**config.mk**
```make
export PLATFORM = sky130hd
export DESIGN_NAME = dmem_arbiter_flat
export DESIGN_NICKNAME = d
export VERILOG_FILES = /design/src/rtl/dmem_arbiter_if.sv /design/src/rtl/dmem_arbiter.sv /design/src/flat_wrapper.sv
export SDC_FILE = /design/constraint.sdc
export NUM_CORES = 1
export LEC_CHECK = 0
export CAP_MARGIN = 20
export CELL_PAD_IN_SITES_DETAIL_PLACEMENT = 1
export CELL_PAD_IN_SITES_GLOBAL_PLACEMENT = 1
export CORE_UTILIZATION = 40
export DETAILED_ROUTE_END_ITERATION = 6
export DONT_BUFFER_PORTS = 1
export GPL_TIMING_DRIVEN = 0
export PLACE_DENSITY = 0.81
export SYNTH_ARGS = -nofsm -noshare
export SYNTH_HDL_FRONTEND = slang
export SYNTH_SLANG_ARGS = --single-unit
```
**constraint.sdc**
```tcl
create_clock -name clk -period 1.8 [get_ports clk]
set_clock_uncertainty 0.05 [all_clocks]
set_input_delay 0.27 -clock clk [delete_from_list [all_inputs] [get_ports clk]]
set_output_delay 0.27 -clock clk [all_outputs]
set_load 0.05 [all_outputs]
```
**src/rtl/dmem_arbiter_if.sv**
```systemverilog
// Bus bundle between the CPU MEM stage, the DMA/debug loader port, the
// data memory and the arbiter. The master modport is the arbiter's view,
// the slave modport is the view of the requesters and the memory.
interface dmem_arbiter_if #(
  parameter int DATA_WIDTH = 16,
  parameter int ADDR_WIDTH = 8
);
  // CPU port
  logic                  cpu_req;
  logic                  cpu_we;
  logic [ADDR_WIDTH-1:0] cpu_addr;
  logic [DATA_WIDTH-1:0] cpu_wdata;
  logic                  cpu_stall;
  logic [DATA_WIDTH-1:0] cpu_rdata;
  logic                  cpu_rvalid;
  // DMA port
  logic                  dma_req;
  logic                  dma_we;
  logic                  dma_lock;
  logic [ADDR_WIDTH-1:0] dma_addr;
  logic [DATA_WIDTH-1:0] dma_wdata;
  logic                  dma_gnt;
  logic [DATA_WIDTH-1:0] dma_rdata;
  logic                  dma_rvalid;
  // Data memory port
  logic                  mem_read;
  logic                  mem_write;
  logic [ADDR_WIDTH-1:0] mem_addr;
  logic [DATA_WIDTH-1:0] mem_wdata;
  logic [DATA_WIDTH-1:0] mem_rdata;

  modport master (
    input  cpu_req, cpu_we, cpu_addr, cpu_wdata,
    output cpu_stall, cpu_rdata, cpu_rvalid,
    input  dma_req, dma_we, dma_lock, dma_addr, dma_wdata,
    output dma_gnt, dma_rdata, dma_rvalid,
    output mem_read, mem_write, mem_addr, mem_wdata,
    input  mem_rdata
  );

  modport slave (
    output cpu_req, cpu_we, cpu_addr, cpu_wdata,
    input  cpu_stall, cpu_rdata, cpu_rvalid,
    output dma_req, dma_we, dma_lock, dma_addr, dma_wdata,
    input  dma_gnt, dma_rdata, dma_rvalid,
    input  mem_read, mem_write, mem_addr, mem_wdata,
    output mem_rdata
  );
endinterface

```
**src/rtl/dmem_arbiter.sv**
```systemverilog
// Data memory arbiter: shares the single-ported DMEM between the CPU MEM
// stage (priority) and the DMA/debug loader port, with DMA starvation
// protection and short locked DMA bursts. At most one access per cycle.
//
// Handshake: a requester raises req with we/addr/wdata and holds them stable
// until its access is performed (CPU: cpu_stall low; DMA: dma_gnt high) in
// that same cycle. Read data returns in the owner's rdata with rvalid high for
// exactly the cycle after the grant; writes produce no rvalid.
module dmem_arbiter #(
  parameter int DATA_WIDTH   = 16,
  parameter int ADDR_WIDTH   = 8,
  parameter int STARVE_LIMIT = 4,
  parameter int BURST_MAX    = 8,
  localparam int SW = $clog2(STARVE_LIMIT + 1),
  localparam int BW = $clog2(BURST_MAX + 1)
) (
  input  logic          clk,
  input  logic          reset,
  dmem_arbiter_if.master bus,
  output logic [1:0]    dbg_st,
  output logic [SW-1:0] dbg_starve_cnt,
  output logic [BW-1:0] dbg_burst_cnt
);

  typedef enum logic [1:0] {
    ST_IDLE = 2'd0,
    ST_CPU  = 2'd1,
    ST_DMA  = 2'd2
  } st_t;

  localparam logic [SW-1:0] STARVE_LIMIT_C = SW'(STARVE_LIMIT);
  localparam logic [BW-1:0] BURST_MAX_C    = BW'(BURST_MAX);

  st_t           st;
  logic [SW-1:0] starve_cnt;
  logic [BW-1:0] burst_cnt;
  logic          lock_q;     // dma_lock sampled on the last DMA grant

  logic dma_win;
  logic cpu_win;
  logic lock_active;

  // Grant decision: DMA wins on an active lock, an idle CPU or starvation.
  always_comb begin
    lock_active = (st == ST_DMA) && lock_q && (burst_cnt < BURST_MAX_C);
    dma_win     = bus.dma_req &&
                  (lock_active || !bus.cpu_req || (starve_cnt == STARVE_LIMIT_C));
    cpu_win     = bus.cpu_req && !dma_win;
  end

  // Memory strobe mux and requester status; fields are zero when idle.
  always_comb begin
    bus.mem_read  = 1'b0;
    bus.mem_write = 1'b0;
    bus.mem_addr  = '0;
    bus.mem_wdata = '0;
    if (dma_win) begin
      bus.mem_read  = ~bus.dma_we;
      bus.mem_write = bus.dma_we;
      bus.mem_addr  = bus.dma_addr;
      bus.mem_wdata = bus.dma_wdata;
    end else if (cpu_win) begin
      bus.mem_read  = ~bus.cpu_we;
      bus.mem_write = bus.cpu_we;
      bus.mem_addr  = bus.cpu_addr;
      bus.mem_wdata = bus.cpu_wdata;
    end
    bus.cpu_stall = bus.cpu_req & ~cpu_win;
    bus.dma_gnt   = dma_win;
  end

  // Owner state, fairness counters and registered read returns.
  always_ff @(posedge clk or posedge reset) begin
    if (reset) begin
      st             <= ST_IDLE;
      starve_cnt     <= '0;
      burst_cnt      <= '0;
      lock_q         <= 1'b0;
      bus.cpu_rdata  <= '0;
      bus.cpu_rvalid <= 1'b0;
      bus.dma_rdata  <= '0;
      bus.dma_rvalid <= 1'b0;
    end else begin
      bus.cpu_rvalid <= cpu_win & ~bus.cpu_we;
      bus.dma_rvalid <= dma_win & ~bus.dma_we;
      if (cpu_win && !bus.cpu_we) bus.cpu_rdata <= bus.mem_rdata;
      if (dma_win && !bus.dma_we) bus.dma_rdata <= bus.mem_rdata;

      if (dma_win) begin
        st         <= ST_DMA;
        starve_cnt <= '0;
        lock_q     <= bus.dma_lock;
        if (!bus.dma_lock)
          burst_cnt <= '0;
        else if (burst_cnt != BURST_MAX_C)
          burst_cnt <= burst_cnt + 1'b1;
      end else if (cpu_win) begin
        st        <= ST_CPU;
        burst_cnt <= '0;
        lock_q    <= 1'b0;
        if (!bus.dma_req)
          starve_cnt <= '0;
        else if (starve_cnt != STARVE_LIMIT_C)
          starve_cnt <= starve_cnt + 1'b1;
      end else begin
        st         <= ST_IDLE;
        burst_cnt  <= '0;
        lock_q     <= 1'b0;
        starve_cnt <= '0;
      end
    end
  end

  assign dbg_st         = st;
  assign dbg_starve_cnt = starve_cnt;
  assign dbg_burst_cnt  = burst_cnt;

endmodule

```
**src/flat_wrapper.sv**
```systemverilog
// flat-port wrapper written by rule: the top's interface ports become plain ports
module dmem_arbiter_flat 
#(
  parameter int DATA_WIDTH   = 16,
  parameter int ADDR_WIDTH   = 8,
  parameter int STARVE_LIMIT = 4,
  parameter int BURST_MAX    = 8,
  localparam int SW = $clog2(STARVE_LIMIT + 1),
  localparam int BW = $clog2(BURST_MAX + 1)
)
  (clk, reset, dbg_st, dbg_starve_cnt, dbg_burst_cnt, bus_cpu_req, bus_cpu_we, bus_cpu_addr, bus_cpu_wdata, bus_cpu_stall, bus_cpu_rdata, bus_cpu_rvalid, bus_dma_req, bus_dma_we, bus_dma_lock, bus_dma_addr, bus_dma_wdata, bus_dma_gnt, bus_dma_rdata, bus_dma_rvalid, bus_mem_read, bus_mem_write, bus_mem_addr, bus_mem_wdata, bus_mem_rdata);
  dmem_arbiter_if #(.DATA_WIDTH(DATA_WIDTH), .ADDR_WIDTH(ADDR_WIDTH)) bus_i ();
  input  logic clk;
  input  logic reset;
  output logic [1:0] dbg_st;
  output logic [SW-1:0] dbg_starve_cnt;
  output logic [BW-1:0] dbg_burst_cnt;
  input wire logic [$bits(bus_i.cpu_req)-1:0] bus_cpu_req;
  input wire logic [$bits(bus_i.cpu_we)-1:0] bus_cpu_we;
  input wire logic [$bits(bus_i.cpu_addr)-1:0] bus_cpu_addr;
  input wire logic [$bits(bus_i.cpu_wdata)-1:0] bus_cpu_wdata;
  output wire logic [$bits(bus_i.cpu_stall)-1:0] bus_cpu_stall;
  output wire logic [$bits(bus_i.cpu_rdata)-1:0] bus_cpu_rdata;
  output wire logic [$bits(bus_i.cpu_rvalid)-1:0] bus_cpu_rvalid;
  input wire logic [$bits(bus_i.dma_req)-1:0] bus_dma_req;
  input wire logic [$bits(bus_i.dma_we)-1:0] bus_dma_we;
  input wire logic [$bits(bus_i.dma_lock)-1:0] bus_dma_lock;
  input wire logic [$bits(bus_i.dma_addr)-1:0] bus_dma_addr;
  input wire logic [$bits(bus_i.dma_wdata)-1:0] bus_dma_wdata;
  output wire logic [$bits(bus_i.dma_gnt)-1:0] bus_dma_gnt;
  output wire logic [$bits(bus_i.dma_rdata)-1:0] bus_dma_rdata;
  output wire logic [$bits(bus_i.dma_rvalid)-1:0] bus_dma_rvalid;
  output wire logic [$bits(bus_i.mem_read)-1:0] bus_mem_read;
  output wire logic [$bits(bus_i.mem_write)-1:0] bus_mem_write;
  output wire logic [$bits(bus_i.mem_addr)-1:0] bus_mem_addr;
  output wire logic [$bits(bus_i.mem_wdata)-1:0] bus_mem_wdata;
  input wire logic [$bits(bus_i.mem_rdata)-1:0] bus_mem_rdata;
  assign bus_i.cpu_req = bus_cpu_req;
  assign bus_i.cpu_we = bus_cpu_we;
  assign bus_i.cpu_addr = bus_cpu_addr;
  assign bus_i.cpu_wdata = bus_cpu_wdata;
  assign bus_cpu_stall = bus_i.cpu_stall;
  assign bus_cpu_rdata = bus_i.cpu_rdata;
  assign bus_cpu_rvalid = bus_i.cpu_rvalid;
  assign bus_i.dma_req = bus_dma_req;
  assign bus_i.dma_we = bus_dma_we;
  assign bus_i.dma_lock = bus_dma_lock;
  assign bus_i.dma_addr = bus_dma_addr;
  assign bus_i.dma_wdata = bus_dma_wdata;
  assign bus_dma_gnt = bus_i.dma_gnt;
  assign bus_dma_rdata = bus_i.dma_rdata;
  assign bus_dma_rvalid = bus_i.dma_rvalid;
  assign bus_mem_read = bus_i.mem_read;
  assign bus_mem_write = bus_i.mem_write;
  assign bus_mem_addr = bus_i.mem_addr;
  assign bus_mem_wdata = bus_i.mem_wdata;
  assign bus_i.mem_rdata = bus_mem_rdata;
  dmem_arbiter #(.DATA_WIDTH(DATA_WIDTH), .ADDR_WIDTH(ADDR_WIDTH), .STARVE_LIMIT(STARVE_LIMIT), .BURST_MAX(BURST_MAX)) u_core (.clk(clk), .reset(reset), .bus(bus_i), .dbg_st(dbg_st), .dbg_starve_cnt(dbg_starve_cnt), .dbg_burst_cnt(dbg_burst_cnt));
endmodule
```
Word-level counts from Yosys, hierarchy flattened
Cells that the tools add are included.
W data, S select, Z words.
{ "word_totals": {"output_inout_bits": 71, "register_bits": 44} }
{ "op_classes": {"bitwise": 6, "magnitude_cmp": 1, "eq_ne": 6, "reduce_logical": 12, "muxes": 18, "addsub": 2} }
{ "ops": {"columns": ["operator", "count"], "rows": [
  ["$mux W16", 2],
  ["$mux W8", 2],
  ["$mux W3", 4],
  ["$mux W4", 3],
  ["$logic_and A1 B1 Y1", 6],
  ["$mux W1", 6],
  ["$ne A3 B3 Y1 const B", 2],
  ["$add A4 B1 Y4 const B", 1],
  ["$logic_not A1 Y1", 4],
  ["$lt A4 B4 Y1 const B", 1],
  ["$ne A4 B3 Y1 const B", 1],
  ["$ne A4 B4 Y1 const B", 1],
  ["$add A3 B1 Y3 const B", 1],
  ["$and A1 B1 Y1", 3],
  ["$eq A3 B3 Y1 const B", 1],
  ["$not A1 Y1", 3],
  ["$eq A2 B2 Y1 const B", 1],
  ["$logic_or A1 B1 Y1", 2],
  ["$mux W2", 1]
]} }

Depth between registers and ports, before layout
Gate-level depths: netlist (run 1).
{ "depth": {"word_depth": 10, "depth_mapped": 7} }

Worst setup path before layout (run 1)
OpenSTA, ideal clock, no wires.
{ "synth_timing": {"path_kind": "reg-to-output", "startpoint": "register u_core.starve_cnt[0] (netlist: u_core.dbg_starve_cnt[0])", "endpoint": "output bus_mem_wdata[10]", "arrival_time_ps": 2633, "slack_ps": -1153, "path_stages_with_launch": 7, "path_cell_list": "dfrtp_1 -> inv_1 -> ha_1 -> nand2_1 -> a31oi_2 -> clkbuf_1 -> a32o_1"} }
{ "synth_between": {"elab_chain_cells": 7} }
{ "synth_rtl": {"columns": ["item", "line", "rtl"], "rows": [
  ["from (decl)", "dmem_arbiter.sv:35", "logic [SW-1:0] starve_cnt;"],
  ["from (signal assigned)", "dmem_arbiter.sv:104", "starve_cnt <= starve_cnt + 1'b1;"],
  ["$eq A3 B3 Y1 *", "dmem_arbiter.sv:47", "(lock_active || !bus.cpu_req || (starve_cnt == STARVE_LIMIT_C));"],
  ["$logic_or A1 B1 Y1 *", "dmem_arbiter.sv:47", null],
  ["$logic_and A1 B1 Y1 *", "dmem_arbiter.sv:46", "dma_win = bus.dma_req &&"],
  ["via bus_dma_gnt", "flat_wrapper.sv:30", "output wire logic [$bits(bus_i.dma_gnt)-1:0] bus_dma_gnt;"],
  ["$logic_not A1 Y1", "dmem_arbiter.sv:48", "cpu_win = bus.cpu_req && !dma_win;"],
  ["$logic_and A1 B1 Y1", "dmem_arbiter.sv:48", null],
  ["$mux W16", "dmem_arbiter.sv:62", "end else if (cpu_win) begin"],
  ["$mux W16 *", "dmem_arbiter.sv:57", "if (dma_win) begin"],
  ["to (decl)", "flat_wrapper.sv:36", "output wire logic [$bits(bus_i.mem_wdata)-1:0] bus_mem_wdata;"]
]} }
The timed path passes the listed nets; every way through them passes the cells marked *.

Worst setup path in the final report (run 1)
{ "layout_timing": {"startpoint": "register u_core.burst_cnt[3] (netlist: u_core.dbg_burst_cnt[3])", "endpoint": "output bus_mem_read"} }
{ "layout_between": {"elab_chain_cells": 9} }
{ "layout_rtl": {"columns": ["item", "line", "rtl"], "rows": [
  ["from (decl)", "dmem_arbiter.sv:36", "logic [BW-1:0] burst_cnt;"],
  ["from (signal assigned)", "dmem_arbiter.sv:96", "burst_cnt <= burst_cnt + 1'b1;"],
  ["$lt A4 B4 Y1 *", "dmem_arbiter.sv:45", "lock_active = (st == ST_DMA) && lock_q && (burst_cnt < BURST_MAX_C);"],
  ["$logic_and A1 B1 Y1 *", "dmem_arbiter.sv:45", null],
  ["$logic_or A1 B1 Y1 * (2 in a row)", "dmem_arbiter.sv:47", null],
  ["$logic_and A1 B1 Y1 *", "dmem_arbiter.sv:46", null],
  ["$logic_not A1 Y1", "dmem_arbiter.sv:48", null],
  ["$logic_and A1 B1 Y1", "dmem_arbiter.sv:48", null],
  ["$mux W1", "dmem_arbiter.sv:62", null],
  ["$mux W1 *", "dmem_arbiter.sv:57", null],
  ["to (decl)", "flat_wrapper.sv:33", "output wire logic [$bits(bus_i.mem_read)-1:0] bus_mem_read;"]
]} }
Every way passes the cells marked *; elsewhere a longest branch is shown, timed or not.

==> flow_metrics.py, run 1 <==
metrics = {
    "outcome": {
        "outcome": "finished, violations left",
        "violations": "negative setup slack",
    },
    "sta": {
        "fin_ws_ps": -577,
        "hold_viol": 0,
        "max_freq_mhz": 421,
        "fin_crit_ps": 2380,
        "rsz0062_at_grt": "true",
        "max_slew_margin": 0.394,
        "maxSlewViolCount": 0,
        "finalCritPeriodShare": 1.32,
        "setup_tns_ps": -26710,
        "tightest_slew_ps": 907,
        "final-setup-viol-count": 61,
    },
    "place": {
        "place_inst": 224,
        "dp_slack_ps": -507,
        "port_buffers": 0,
        "hpwl_um": 4040,
        "place.gp.congestion": 0.646,
    },
    "floorplanning": {
        "die_h_um": 74.9,
        "io_pins": 142,
        "rows": 26,
        "initial_core_util": 0.416,
        "core_area_mm2": 0.00511,
        "die_w_um": 74.9,
        "fp.dieArea_mm2": 0.00561,
    },
    "setup_path": {
        "crit_type": "reg2out",
        "cp-end-kind": "primary output",
        "arrival_ps": 2060,
        "crit_required_ps": 1480,
        "startpoint_type": "flop",
        "crit_path_max_fanout": 4,
    },
    "cells_and_area": {
        "final_cells": 248,
        "fill_cells": 502,
        "drive_above_1_share": 0.612,
        "register_area_mm2": 0.00111,
        "finalNetCount": 253,
        "n_antenna_cell": 0,
        "multi_input_comb_area_mm2": 0.00109,
        "area_growth_pct": 27.6,
    },
    "synth": {
        "yosys_warnings": 0,
        "synth_top_area_cell": "dfrtp_1",
        "synth.avg_cell_area_um2": 13.8,
        "syn_inst": 154,
        "synthesis.area_mm2": 0.00213,
        "ys_seq_area_frac": 0.518,
        "synth_edf_count": 0,
        "synthTopCellsByArea": "dfrtp_1, mux2_2, a32o_1, mux2_4, ha_1",
        "async_flop_share": 1.00,
        "netlist-cell-type-count": 30,
        "syn_nets": 229,
        "synth_top_area_share": 0.518,
        "ys.flop_type": "dfrtp_1",
        "ys_ff_latch": 44,
    },
    "drt": {
        "dr.pass1.iters": 3,
        "wirelength_um": 5740,
        "vias": 1420,
        "antenna_left": 0,
        "viasPerCell": 5.73,
        "drt-wirelength-per-cell_um": 23.1,
        "dr.first_iter.drc_count": 41,
        "drc": 0,
    },
    "clock_network": {
        "cts_root_buf": "clkbuf_8",
        "h-tree-depth": 2,
        "cts.sinks": 44,
        "cts_hold_buf": 0,
        "clk_pin_slew_ps": 80,
        "clock_path_buffers": 2,
        "clk_latency_ps": 280,
        "cts_tree": "done",
        "cts_buffers": 5,
    },
    "global_routing": {
        "antenna_found_initial": 0,
        "grt_pass1_vias": 1427,
        "gr-usage-all-layers": 0.186,
        "overflow": 0,
        "grt_max_degree": 45,
        "grt_pass1_wl_um": 7580,
    },
    "min_path": {
        "hp-class": "in2async",
    },
    "flow_run": {
        "drv_cap": 0,
    },
    "power": {
        "peakVddDrop_uv": 531,
        "power_density_mw_per_mm2": 1070,
        "static-leakage-power_nw": 1.27,
    },
}
-- cells in the mapped netlist, types with 2 or more instances --
cell type,count
ha_1,4
nor3_1,3
mux2_2,24
inv_1,9
clkbuf_1,8
mux2_4,8
xnor2_1,2
dfrtp_1,44
nor2_1,3
nand2_1,4
xor2_1,2
a32o_1,25
-- worst max-delay path, stage by stage (launching register included) --
cell       delay, ps
dfrtp_2          540
nand4bb_4        280
buf_8            140
buf_4            140
a311oi_4         310
buf_8            150
nand2b_4         210
-- final cells by class --
type / instances / area share
inverter: 9 / 0.0134
multi-input combinational: 90 / 0.402
clock buffer: 6 / 0.0267
timing repair buffer: 18 / 0.0659
sequential: 44 / 0.408
clock inverter: 1 / 0.00184
buffer: 10 / 0.0493
tap: 70 / 0.0323
-- sequential cells by signal, indices dropped and copies added (netlist names) --
signal / count
u_core.dbg_burst_cnt: 4
u_core.lock_q: 1
u_core.dbg_st: 2
u_core.bus.dma_rvalid: 1
u_core.bus.cpu_rvalid: 1
u_core.bus.dma_rdata: 16
u_core.dbg_starve_cnt: 3
u_core.bus.cpu_rdata: 16
-- routing by layer --
layer / vias to the layer above / global-route usage / wire [um]
met5: - / 0 / 0
met4: 0 / 0.0692 / 54
met3: 9 / 0.0616 / 399
met2: 48 / 0.308 / 3040
met1: 732 / 0.226 / 2250
li1: 631 / - / -
-- cells in the final DEF (no fill, tap or decap) --
| master | instances |
|---|---|
| clkbuf_8 | 7 |
| nand3b_1 | 1 |
| inv_4 | 1 |
| nor3b_1 | 1 |
| buf_4 | 10 |
| nor2b_1 | 1 |
| xnor2_1 | 2 |
| ha_1 | 3 |
| nand2_8 | 1 |
| mux2i_1 | 1 |
| a21oi_4 | 1 |
| and3_1 | 1 |
| nor2_1 | 3 |
| a21o_4 | 1 |
| a311oi_4 | 1 |
| a32o_2 | 25 |
| dfrtp_2 | 6 |
| mux2_4 | 23 |
| clkinv_2 | 1 |
| a31oi_4 | 2 |
| nand2_1 | 3 |
| clkbuf_1 | 4 |
| nand2b_4 | 1 |
| nor3_1 | 3 |
| inv_2 | 4 |
| mux2_2 | 9 |
| xor2_1 | 2 |
| nand3_1 | 1 |
| nand4bb_4 | 1 |
| dfrtp_1 | 38 |
| inv_1 | 4 |
| clkbuf_16 | 3 |
| buf_6 | 7 |
| and2_1 | 1 |
| ha_4 | 1 |
| buf_8 | 3 |
| a31o_4 | 1 |
-- path summary, 6_finish.rpt --
| kind | start | slack, ps | cells past startpoint | endpoint |
|---|---|---|---|---|
| max | u_core.dbg_burst_cnt[3] | -580 | 6 | bus_mem_read |
| min | reset | 3 | 1 | u_core.bus.cpu_rdata[8] |
| max reg2reg | u_core.dbg_burst_cnt[3] | -460 | 9 | u_core.bus.cpu_rdata[3] |
| min reg2reg | u_core.dbg_starve_cnt[0] | 640 | 1 | u_core.dbg_starve_cnt[0] |
| max in group asynchronous | reset | 1070 | 1 | u_core.dbg_starve_cnt[1] |
| min in group clk | bus_mem_rdata[12] | 70 | 1 | u_core.bus.dma_rdata[12] |
-- power by group --
group          switching, mW  internal [mW]
Clock                  0.300          0.264
Sequential             0.607           1.12
Combinational          0.328          0.281
Total                   1.24           1.66
-- cell families (layout without fill, tap and decap cells) --
family | count (synthesis) | in the layout | synth area share
fa+ha+maj | 4 | 4 | 0.0235
mux | 33 | 33 | 0.188
simple gates | 18 | 18 | 0.0535
compound gates | 31 | 31 | 0.156
buf+inv | 20 | 44 | 0.0447
xor+xnor | 4 | 4 | 0.0165
flops | 44 | 44 | 0.518
-- per-stage QoR --
stage               hold WS, ps  power (mW)  cell area [um^2]   util
global placement            369        2.22              2360  0.462
detailed placement          341        2.26              2360  0.462
floorplan                   368        2.17              2270      -
global route               48.5        3.02              2710  0.531
finish                     3.48        2.90              2710  0.531
CTS                        20.5        2.88              2580  0.506
-- repair_timing --
| item | in CTS | in global routing |
|---|---|---|
| pin swaps | 13 | 7 |
| cloned | 0 | 1 |
| endpoints found under the hold margin | 0 | 0 |
| buffers inserted | 10 | 8 |
| resized for setup | 19 | 15 |
| endpoints found under the setup margin | 61 | 62 |
(Power assumes the default switching activity.)
==> run 2, diff against run 1 <==
--- a/config.mk
+++ b/config.mk
@@ -9,6 +9,7 @@
 export CELL_PAD_IN_SITES_DETAIL_PLACEMENT = 1
 export CELL_PAD_IN_SITES_GLOBAL_PLACEMENT = 1
 export CORE_UTILIZATION = 40
+export CTS_BUF_LIST = sky130_fd_sc_hd__clkbuf_4
 export DETAILED_ROUTE_END_ITERATION = 6
 export DONT_BUFFER_PORTS = 1
 export GPL_TIMING_DRIVEN = 0
==> run 2 against run 1 <==
  * The run still ends with negative setup slack left
  * Register-to-register slack worse by 50 ps
  * Via count is 5.6% higher
  * Core utilization is 3.9 points higher
  * Die area stayed put
  * Final cell count is 7.3% higher
  * Count of clock-buffer cells in the layout stayed put
==> flow_metrics.py, run 2 (same netlist as run 1, synthesis figures left out) <==
metrics = {
    "drt": {
        "viasPerCell": 5.64,
        "dr.first_iter.drc_count": 52,
        "drc": 0,
        "vias": 1500,
        "antenna_left": 0,
        "drt-wirelength-per-cell_um": 23.9,
        "wirelength_um": 6360,
        "dr.pass1.iters": 4,
    },
    "floorplanning": {
        "io_pins": 142,
        "initial_core_util": 0.416,
        "die_h_um": 74.9,
        "rows": 26,
        "core_area_mm2": 0.00511,
        "fp.dieArea_mm2": 0.00561,
        "die_w_um": 74.9,
    },
    "setup_path": {
        "critical_path.top_delay_family": "flip-flops",
        "ff2ff_path_depth": 10,
        "worst_path_largest_cell_delay_ps": 550,
        "path_depth": 6,
        "crit_required_ps": 1480,
        "critPathSlowestCell": "dfrtp_2",
        "startpoint_type": "flop",
        "crit_type": "reg2out",
        "crit_path_max_fanout": 4,
        "cp-end-kind": "primary output",
        "crit_buf_inv": 3,
        "crit_top_cell": "buf_8",
        "arrival_ps": 2130,
        "path_cells": "nand4bb_4, buf_8, buf_12, a311oi_4, buf_8, nand2b_4",
    },
    "sta": {
        "final-setup-viol-count": 64,
        "finalCritPeriodShare": 1.36,
        "maxSlewViolCount": 0,
        "hold_viol": 0,
        "max_slew_margin": 0.409,
        "fin_ws_ps": -653,
        "tightest_slew_ps": 886,
        "setup_tns_ps": -30000,
        "max_freq_mhz": 408,
        "hold_ws_ps": 14.6,
        "rsz0062_at_grt": "true",
        "fin_crit_ps": 2450,
    },
    "cells_and_area": {
        "final_common_cell": "dfrtp_1",
        "register_area_mm2": 0.00111,
        "multi_input_comb_area_mm2": 0.00109,
        "fill_cells": 505,
        "finalNetCount": 271,
        "final_cell_mix": "dfrtp_1, a32o_2, mux2_4",
        "final_cells": 266,
        "area_growth_pct": 37.0,
        "drive_above_1_share": 0.561,
        "n_antenna_cell": 0,
    },
    "power": {
        "power_density_mw_per_mm2": 977,
        "fin_total_pwr_mw": 2.85,
        "static-leakage-power_nw": 1.35,
        "peakVddDrop_uv": 524,
    },
    "global_routing": {
        "grt_pass1_wl_um": 7710,
        "antenna_found_initial": 0,
        "overflow": 0,
        "grt_pass1_vias": 1467,
        "gr-usage-all-layers": 0.190,
        "grt_max_degree": 45,
    },
    "place": {
        "place.gp.congestion": 0.646,
        "place_inst": 224,
        "dp_slack_ps": -507,
        "port_buffers": 0,
        "hpwl_um": 4040,
    },
    "clock_network": {
        "cts.sinks": 44,
        "clk_pin_slew_ps": 140,
        "cts_buffers": 5,
        "cts_tree": "done",
        "cts_root_buf": "clkbuf_4",
        "clock_path_buffers": 2,
        "clk_latency_ps": 340,
        "h-tree-depth": 2,
    },
    "min_path": {
        "min_path_cells": 1,
        "hp-class": "in2reg",
    },
    "outcome": {
        "violations": "negative setup slack",
        "outcome": "finished, violations left",
    },
    "flow_run": {
        "drv_cap": 0,
    },
}
==> run 2: changes by cell type in the layout (fill, tap and decap cells not counted), moves of 2 or more <==
cell,before,now
clkbuf_4,0,6
dlygate4sd3_1,0,19
buf_8,3,5
clkbuf_8,7,2
buf_12,0,2
buf_4,10,4
==> run 2: cell type report <==
class,instances,share of cell area
multi-input cells,90,0.374
well taps,70,0.0301
inverters,9,0.0133
flip-flops and latches,44,0.380
plain buffers,10,0.0459
repair buffers,36,0.139
clock buffers,6,0.0155
clock inverters,1,0.00172
==> run 2: timing repair <==
action                     in CTS  in global routing
setup endpoints to repair      61                 62
cloned                          0                  1
setup buffers                  12                  5
hold endpoints to repair       50                 19
resized for setup              19                 24
pin swaps                      12                  9
hold buffers                    6                 13
==> run 2: worst paths after layout <==
check	from	end	slack [ps]
min reg2reg	u_core.dbg_starve_cnt[0]	u_core.dbg_starve_cnt[0]	650
max in group asynchronous	reset	u_core.dbg_st[1]	560
min in group asynchronous	reset	u_core.bus.dma_rdata[8]	520
min	bus_mem_rdata[3]	u_core.bus.cpu_rdata[3]	10
max reg2reg	u_core.dbg_burst_cnt[3]	u_core.bus.cpu_rdata[8]	-510
max	u_core.dbg_burst_cnt[3]	bus_mem_read	-650
==> run 2: metal layers <==
layer  share of wire  global-route usage  wire length (um)  vias up
li1                -                   -                 -      664
met1            0.38               0.229              2410      781
met2            0.55               0.322              3500       50
met3           0.066              0.0589               419        5
met4          0.0049              0.0629                31        0
met5               0                   0                 0        -
==> run 2: report_power, final <==
group / internal, mW / switching [mW]
Combinational: 0.312 / 0.344
Sequential: 1.12 / 0.613
Clock: 0.159 / 0.301
Total: 1.59 / 1.26
==> run 2: metrics by stage <==
step	instance area (um^2)	util
after floorplan	2270	-
after global placement	2360	0.462
after detailed placement	2360	0.462
after CTS	2630	0.515
after global routing	2910	0.571
final	2910	0.571
